<file path="config.mk">
export PLATFORM = sky130hd
export DESIGN_NAME = div_ctrl
export DESIGN_NICKNAME = d
export VERILOG_FILES = /design/src/rtl/div_ctrl.sv
export SDC_FILE = /design/constraint.sdc
export NUM_CORES = 1
export LEC_CHECK = 0
export CAP_MARGIN = 0
export CORE_AREA = 2 2 129 131
export CTS_BUF_LIST = sky130_fd_sc_hd__clkbuf_8
export DETAILED_ROUTE_END_ITERATION = 6
export DIE_AREA = 0 0 131 133
export HOLD_SLACK_MARGIN = 0.03
export PLACE_DENSITY = 0.77
export RECOVER_POWER = 100
export SYNTH_ARGS = -nofsm -noshare
export SYNTH_HDL_FRONTEND = slang
export SYNTH_SLANG_ARGS = --single-unit
</file>
<file path="constraint.sdc">
create_clock -name clk -period 2.1 [get_ports clk]
set_clock_uncertainty 0.15 [all_clocks]
set_input_delay 0.315 -clock clk [delete_from_list [all_inputs] [get_ports clk]]
set_output_delay 0.315 -clock clk [all_outputs]
set_load 0.005 [all_outputs]
</file>
<file path="src/rtl/div_ctrl.sv">
// Sequencing controller for the shared signed/unsigned divider IPs: one request
// at a time, non-retracting operand handshake, held result, flush-safe draining.
module div_ctrl #(
   parameter int DW = 32
) (
   input  logic            clk,
   input  logic            reset,
   input  logic            flush,
   input  logic            req_valid,
   input  logic            req_signed,
   input  logic [DW-1:0]   req_dividend,
   input  logic [DW-1:0]   req_divisor,
   output logic            req_ready,
   output logic            done,
   input  logic            res_ack,
   output logic [DW-1:0]   quotient,
   output logic [DW-1:0]   remainder,
   output logic            div_s_tvalid,
   output logic            div_u_tvalid,
   input  logic            divisor_tready,
   input  logic            dividend_tready,
   output logic [DW-1:0]   div_tdata_dividend,
   output logic [DW-1:0]   div_tdata_divisor,
   input  logic            dout_s_tvalid,
   input  logic [2*DW-1:0] dout_s_tdata,
   input  logic            dout_u_tvalid,
   input  logic [2*DW-1:0] dout_u_tdata
);

   typedef enum logic [2:0] {IDLE, SEND, WAIT, DONE, DRAIN} state_e;

   state_e          state_q, state_d;
   logic            sel_signed_q, sel_signed_d;
   logic            dvs_sent_q, dvs_sent_d;
   logic            dvd_sent_q, dvd_sent_d;
   logic            drain_q, drain_d;
   logic [DW-1:0]   dvd_q, dvd_d;
   logic [DW-1:0]   dvs_q, dvs_d;
   logic [DW-1:0]   quot_q, quot_d;
   logic [DW-1:0]   rem_q, rem_d;
   logic            dout_vld;
   logic [2*DW-1:0] dout_data;
   logic            send_vld;

   always_ff @(posedge clk) begin
      if (reset) begin
         state_q      <= IDLE;
         sel_signed_q <= 1'b0;
         dvs_sent_q   <= 1'b0;
         dvd_sent_q   <= 1'b0;
         drain_q      <= 1'b0;
         dvd_q        <= '0;
         dvs_q        <= '0;
         quot_q       <= '0;
         rem_q        <= '0;
      end else begin
         state_q      <= state_d;
         sel_signed_q <= sel_signed_d;
         dvs_sent_q   <= dvs_sent_d;
         dvd_sent_q   <= dvd_sent_d;
         drain_q      <= drain_d;
         dvd_q        <= dvd_d;
         dvs_q        <= dvs_d;
         quot_q       <= quot_d;
         rem_q        <= rem_d;
      end
   end

   always_comb begin
      state_d      = state_q;
      sel_signed_d = sel_signed_q;
      dvs_sent_d   = dvs_sent_q;
      dvd_sent_d   = dvd_sent_q;
      drain_d      = drain_q;
      dvd_d        = dvd_q;
      dvs_d        = dvs_q;
      quot_d       = quot_q;
      rem_d        = rem_q;
      dout_vld     = sel_signed_q ? dout_s_tvalid : dout_u_tvalid;
      dout_data    = sel_signed_q ? dout_s_tdata  : dout_u_tdata;
      case (state_q)
         IDLE: begin
            if (req_valid && !flush) begin
               state_d      = SEND;
               sel_signed_d = req_signed;
               dvd_d        = req_dividend;
               dvs_d        = req_divisor;
               dvs_sent_d   = 1'b0;
               dvd_sent_d   = 1'b0;
               drain_d      = 1'b0;
            end
         end
         SEND: begin
            // tvalid stays up until each channel handshakes; a flush is only remembered
            if (divisor_tready)  dvs_sent_d = 1'b1;
            if (dividend_tready) dvd_sent_d = 1'b1;
            if (flush)           drain_d    = 1'b1;
            if (dvs_sent_d && dvd_sent_d) state_d = drain_d ? DRAIN : WAIT;
         end
         WAIT: begin
            if (flush) begin
               state_d = dout_vld ? IDLE : DRAIN;
            end else if (dout_vld) begin
               quot_d  = dout_data[2*DW-1:DW];
               rem_d   = dout_data[DW-1:0];
               state_d = DONE;
            end
         end
         DONE: begin
            if (flush || res_ack) state_d = IDLE;
         end
         DRAIN: begin
            if (dout_vld) begin
               drain_d = 1'b0;
               state_d = IDLE;
            end
         end
         default: state_d = IDLE;
      endcase
   end

   assign send_vld           = (state_q == SEND) && !(dvs_sent_q && dvd_sent_q);
   assign div_s_tvalid       = send_vld && sel_signed_q;
   assign div_u_tvalid       = send_vld && !sel_signed_q;
   assign req_ready          = (state_q == IDLE);
   assign done               = (state_q == DONE);
   assign quotient           = quot_q;
   assign remainder          = rem_q;
   assign div_tdata_dividend = dvd_q;
   assign div_tdata_divisor  = dvs_q;

endmodule

</file>
==> impl_metrics.toml, run 1 <==
[sta]
finalCriticalPeriod_ps = 1960
unrepaired_setup_endpoints_after_global_routing = "no"
timing.final.max_slew_violations = 0
setup_viol = 0
fin_setup_tns_ps = 0
post-route-worst-setup-slack_ps = 137
worstMarginPinSlew_ps = 615
layout_worst_path_cycle_share_pct = 93.5
max-slew-margin-rel_pct = 59.0
timing.final.hold_violations = 0
achievable-frequency_mhz = 509

[floorplanning]
die_h_um = 133
initial_utilization_pct = 35.5
core_region_area_um2 = 16200
area_enclosed_by_the_die_boundary_um2 = 17400
num_rows = 47
num_io_pins = 334
die_width_um = 131

[place]
finalWeightedCongestion = 0.754
place.detailed.hpwl_mm = 13.6
place_area_um2 = 9360
port_buffers = 333
detailedPlace.worstSlack_ps = -93.3

[critical_path]
top_delay_family_on_crit_path = "buffers and inverters"
worstSetupPathDepth = 5
cp_num_buf_inv = 2
crit_fanout = 4
critical_path_class = "flip-flop to output port"
startpoint_kind_of_the_worst_setup_timing_path = "flip-flop"
cp_cell_sequence = "nor3b_2 -> buf_4 -> nand2_1 -> nor2_1 -> dlygate4sd2_1"
worst_r2r_path_depth = 5
timing.critical_path.slowest_stage_cell = "sky130_fd_sc_hd__dfxtp_1"
critical-path-max-stage-delay_ps = 320
timing.critical_path.to_type = "output port"
worstPathRequired_ps = 1630
timing.critical_path.arrival_ps = 1500

[synth]
synth-seq-cells = 135
ys_types = 33
syn-num-nets = 823
post_syn_area_per_cell_um2 = 9.26
postSynthCellCount = 621
yosysWarningCount = 0
synth.cell_area_um2 = 5750
synth_seq_area_share_pct = 47.0

[pwr]
power.static_leakage_nw = 3.70
power.density_cell_area_nw_per_um2 = 632
vdd_drop_max_uv = 415
post-layout-total-power_w = 0.00610

[cts]
clock_edge_transition_at_the_registers_on_the_reported_setup_and_hold_paths_ps = 80
cts_htree_levels = 4
ctsLongestPathBuffers = 2
cts.hold.buffers_added = 0
clkSinkCount = 135
clock_tree.root_cell = "sky130_fd_sc_hd__clkbuf_8"
tritoncts = "yes"
numCtsBuffers = 17
clock_latency_at_the_later_pin_of_the_worst_skew_pair_ps = 440

[grt]
grt_antenna_before_repair = 0
first_global_vias = 5230
grt.total_usage_pct = 19.9
globalRouteOverflowTotal = 0
grt_max_degree = 61
wire_length_of_the_first_global_routing_pass_mm = 26.6

[finish]
nets = 1148
final_common_cell = "sky130_fd_sc_hd__clkdlybuf4s50_1"
finish.instance_area_um2 = 9650
final_layout_size_suffix_gt1_share_pct = 10.5
mostFrequentLayoutCells = "sky130_fd_sc_hd__clkdlybuf4s50_1, sky130_fd_sc_hd__nand2_1, sky130_fd_sc_hd__dfxtp_1"
syn_to_final_growth_pct = 67.9
antenna_cells_inserted = 0

[routing]
first_iter_violations = 182
drt_wl_total_mm = 18.2
vias = 5502
routed_via_density = 4.67
drt.antenna.violating_nets = 0
drt-wirelength-per-cell_um = 15.4
drc_errors = 0
first_pass_iters = 5

[flow_run]
max_cap_violations = 0

[hold_path]
hold_depth = 2
worst_hold_path_type = "input pin to flip-flop"

[outcome]
status = "finished, final reports clean"
path summary, 6_finish.rpt:
check                                                   startpoint                                 end  slack, ps
worst max register to register           sel_signed_q$_SDFFE_PP0P_           quotient[13]$_SDFFE_PP0P_        180
worst min register to register  div_tdata_divisor[26]$_SDFFE_PP0P_  div_tdata_divisor[26]$_SDFFE_PP0P_        300
worst min-delay path                                         reset           quotient[12]$_SDFFE_PP0P_        120
worst max-delay path                       state_q[2]$_SDFFE_PP0P_                        div_u_tvalid        140
where the power goes:
part	total (W)	internal [W]	switching (W)
clock network	0.00234	0.00132	0.00102
registers	0.00270	0.00265	0.0000479
logic	0.00107	0.000632	0.000436
total	0.00610	0.00460	0.00150
per-stage QoR:
step	utilization (%)	std cells	hold slack, ps
detailed placement	57.9	1146	296
global route	59.7	1179	99.5
floorplan	-	621	301
finish	59.7	1179	122
global placement	57.9	1146	290
CTS	60.5	1179	99.9
cells by family (layout without fill, tap and decap cells):
logic type | Yosys count | after routing | share of synthesized area (%)
compound gates | 144 | 144 | 20.7
buf+inv | 58 | 396 | 5.40
flops | 135 | 135 | 47.0
mux | 67 | 67 | 11.8
simple gates | 217 | 217 | 15.1
state kept, by name (all words and copies together), names as in the netlist:
register            flops
div_tdata_dividend     32
div_tdata_divisor      32
quotient               32
remainder              32
state_q                 3
drain_q                 1
dvd_sent_q              1
dvs_sent_q              1
sel_signed_q            1
final cells by class:
cell class / count / area, um^2
fillers: 1420 / 6520
well taps: 220 / 275
repair buffers: 360 / 3560
clock inverters: 14 / 184
multi-input cells: 428 / 2660
inverters: 4 / 15.0
flip-flops and latches: 135 / 2710
clock buffers: 18 / 248
what timing repair did:
action,in CTS,in global routing
gates resized for setup,4,1
hold endpoints to repair,0,0
buffers inserted,1,0
endpoints found under the setup margin,4,2
metal layers:
| layer | vias up | GRT usage, % | share of wire [%] |
|---|---|---|---|
| met1 | 2450 | 21.7 | 39 |
| met3 | 28 | 8.21 | 11 |
| li1 | 2790 | - | - |
| met2 | 234 | 33.7 | 48 |
| met4 | 0 | 8.22 | 2.2 |
| met5 | - | 0 | 0 |
Yosys cell counts (all sizes together):
library cell	number	share of area, %
a211o	1	0.17
a22o	1	0.15
dfxtp	135	47
nand2	134	8.8
nor2	70	4.6
nor4	1	0.11
nor4b	1	0.41
a211oi	64	13
o22ai	1	0.11
nand3	1	0.087
nand2b	1	0.11
clkbuf	22	1.4
a311oi	1	0.15
mux2	1	0.20
o211ai	3	0.39
o21ai	2	0.17
a31oi	1	0.11
a22oi	2	0.26
nand3b	2	0.26
nor3b	3	0.39
mux2i	66	12
buf	32	3.7
inv	4	0.26
nor3	2	0.17
o31ai	1	0.13
a21oi	67	5.8
and3	1	0.11
and2b	1	0.13
worst register-to-register path: cells and delay by family (launching register included):
kind	cells	cell delay, ps
flops	1	470
mux	1	410
buf+inv	2	340
simple gates	1	290
compound gates	1	190
(Power assumes the default switching activity.)
==> run 2: changes to the inputs <==
CORE_AREA = 2 2 131 133   (was 2 2 129 131)
DIE_AREA = 0 0 133 135   (was 0 0 131 133)
PLACE_DENSITY = 0.75   (was 0.77)
clock period = 2.5 ns   (was 2.1 ns; I/O delays follow)
==> run 2 against run 1 <==
  * Core utilization decreased by 1.5 points
  * Via count decreased by 0.65%
  * Hold slack improved by 92 ps
  * Worst setup slack improved by 6.0 ps
  * Die area increased by 3.1%
  * Sequential share of layout area increased by 0.30 points
  * Critical path depth decreased by 2
  * Cell count decreased by 1.4%
  * Clock power decreased by 21%
  * Largest cell class unchanged
  * Flip-flop and latch count unchanged
  * Total power decreased by 18%
  * Register-to-register slack improved by 120 ps
  * Critical endpoint is now req_ready
==> impl_metrics.toml, run 2 (synthesized netlist as in run 1, its figures left out) <==
[outcome]
status = "finished, final reports clean"

[critical_path]
timing.critical_path.to_type = "output port"
reg2reg_from = "state_q[2]$_SDFFE_PP0P_"
worst_r2r_path_depth = 6
worstPathRequired_ps = 1980
critical_path_class = "flip-flop to output port"
startpoint_kind_of_the_worst_setup_timing_path = "flip-flop"
reg2reg_setup_slack_ps = 300
crit_fanout = 9
timing.critical_path.arrival_ps = 1830
r2r-end = "remainder[18]$_SDFFE_PP0P_"

[pwr]
vdd_drop_max_uv = 481
power.density_cell_area_nw_per_um2 = 524
power.static_leakage_nw = 3.61

[floorplanning]
area_enclosed_by_the_die_boundary_um2 = 18000
num_rows = 47
die_width_um = 133
num_io_pins = 334
initial_utilization_pct = 35.0
die_h_um = 135
core_region_area_um2 = 16400

[cts]
numCtsBuffers = 17
tritoncts = "yes"
cts.hold.buffers_added = 0
clock_tree.root_cell = "sky130_fd_sc_hd__clkbuf_8"
cts_htree_levels = 4
clkSinkCount = 135
clock_edge_transition_at_the_registers_on_the_reported_setup_and_hold_paths_ps = 70
ctsLongestPathBuffers = 2
clock_latency_at_the_later_pin_of_the_worst_skew_pair_ps = 430

[place]
finalWeightedCongestion = 0.761
place.detailed.hpwl_mm = 12.9
number_of_placed_instances_taps_included = 1132
port_buffers = 333

[finish]
final_common_cell = "sky130_fd_sc_hd__clkdlybuf4s50_1"
mostFrequentLayoutCells = "sky130_fd_sc_hd__clkdlybuf4s50_1, sky130_fd_sc_hd__nand2_1, sky130_fd_sc_hd__dfxtp_1"
syn_to_final_growth_pct = 66.2
nets = 1133
antenna_cells_inserted = 0
final_layout_size_suffix_gt1_share_pct = 9.86
finish.utilization_pct = 58.2
final_cell_count_no_fill = 1163
num-fill-cells = 1442

[routing]
drt.antenna.violating_nets = 0
drc_errors = 0
first_iter_violations = 166
routed_via_density = 4.70
vias = 5466
drt_wl_total_mm = 17.5
first_pass_iters = 6
drt-wirelength-per-cell_um = 15.0

[grt]
grt_antenna_before_repair = 0
grt.total_usage_pct = 19.5
wire_length_of_the_first_global_routing_pass_mm = 27.6
globalRouteOverflowTotal = 0
grt_max_degree = 69
first_global_vias = 5423

[sta]
fin_setup_tns_ps = 0
setup_viol = 0
layout_worst_path_cycle_share_pct = 94.3
timing.final.hold_violations = 0
final.hold.worst_slack_ps = 213
max-slew-margin-rel_pct = 55.3
achievable-frequency_mhz = 424
worstMarginPinSlew_ps = 671
unrepaired_setup_endpoints_after_global_routing = "no"
timing.final.max_slew_violations = 0
finalCriticalPeriod_ps = 2360

[hold_path]
hold_path.startpoint = "reset"
worst_hold_path_type = "input pin to flip-flop"
holdPathEnd = "dvs_sent_q$_SDFFE_PP0P_"
hold_depth = 2

[flow_run]
max_cap_violations = 0
==> run 2: changes by cell type in the layout (fill, tap and decap cells not counted), sizes merged, moves of 3 or more <==
| cell | delta |
|---|---|
| buf | -9 |
| clkbuf | -6 |
| dlygate4sd2 | -4 |
| inv | -4 |
| clkinv | +3 |
| dlygate4sd3 | +3 |
==> run 2: how the worst max path moves through the flow <==
stage	start	to	slack [ps]	cells after the start
floorplan	state_q[2]$_SDFFE_PP0P_	div_s_tvalid	810	3
global placement	flush	remainder[1]$_SDFFE_PP0P_	210	6
detailed placement	flush	quotient[31]$_SDFFE_PP0P_	140	6
CTS	state_q[1]$_SDFFE_PP0P_	div_u_tvalid	70	4
global route	flush	remainder[29]$_SDFFE_PP0P_	40	6
finish	state_q[2]$_SDFFE_PP0P_	req_ready	140	3
==> run 2: critical path, cell delays in order, from the launching register on <==
cell	delay, ps
sky130_fd_sc_hd__dfxtp_1	320
sky130_fd_sc_hd__buf_4	170
sky130_fd_sc_hd__nor3_1	260
sky130_fd_sc_hd__dlygate4sd3_1	650
==> run 2: cell type report <==
cell class	instances	area (um^2)	share of cell area (%)
timing repair buffer	345	3480	36.5
sequential	135	2710	28.3
multi-input combinational	428	2670	27.9
tap	220	275	2.88
clock buffer	18	248	2.59
clock inverter	13	156	1.64
inverter	4	15.0	0.157
==> run 2: through the flow <==
step | worst slack, ps | area (um^2) | power, W
detailed placement | 138 | 9250 | 0.00325
finish | 143 | 9550 | 0.00500
global placement | 214 | 9250 | 0.00324
global route | 40.3 | 9550 | 0.00525
CTS | 73.6 | 9660 | 0.00513
floorplan | 809 | 5750 | 0.00267
==> run 2: repair_timing <==
action,4_1_cts,5_1_grt
gates cloned,0,0
hold endpoints to repair,0,0
endpoints found under the setup margin,2,1
pin swaps,0,1
gates resized for setup,1,1
buffers inserted,0,0
==> run 2: per-layer routing <==
layer	GRT usage (%)	routed length, um	part of all wire, %	vias up
met4	8.60	453	2.6	0
met2	31.8	8160	47	237
met3	9.50	2000	11	30
li1	-	-	-	2766
met5	0	0	0	-
met1	21.5	6890	39	2433
==> run 2: report_power, final <==
| part | switching, W | total [W] | internal, W |
|---|---|---|---|
| clock | 0.000848 | 0.00185 | 0.00100 |
| sequential | 0.0000369 | 0.00227 | 0.00223 |
| combinational | 0.000362 | 0.000889 | 0.000528 |
| total | 0.00125 | 0.00500 | 0.00376 |
==> run 3: changes to the inputs <==
CAP_MARGIN = unset   (was 0)
SLEW_MARGIN = 20   (was unset)
==> results of run 3 <==
No change in the layout: final DEF, timing and power equal those of run 2.
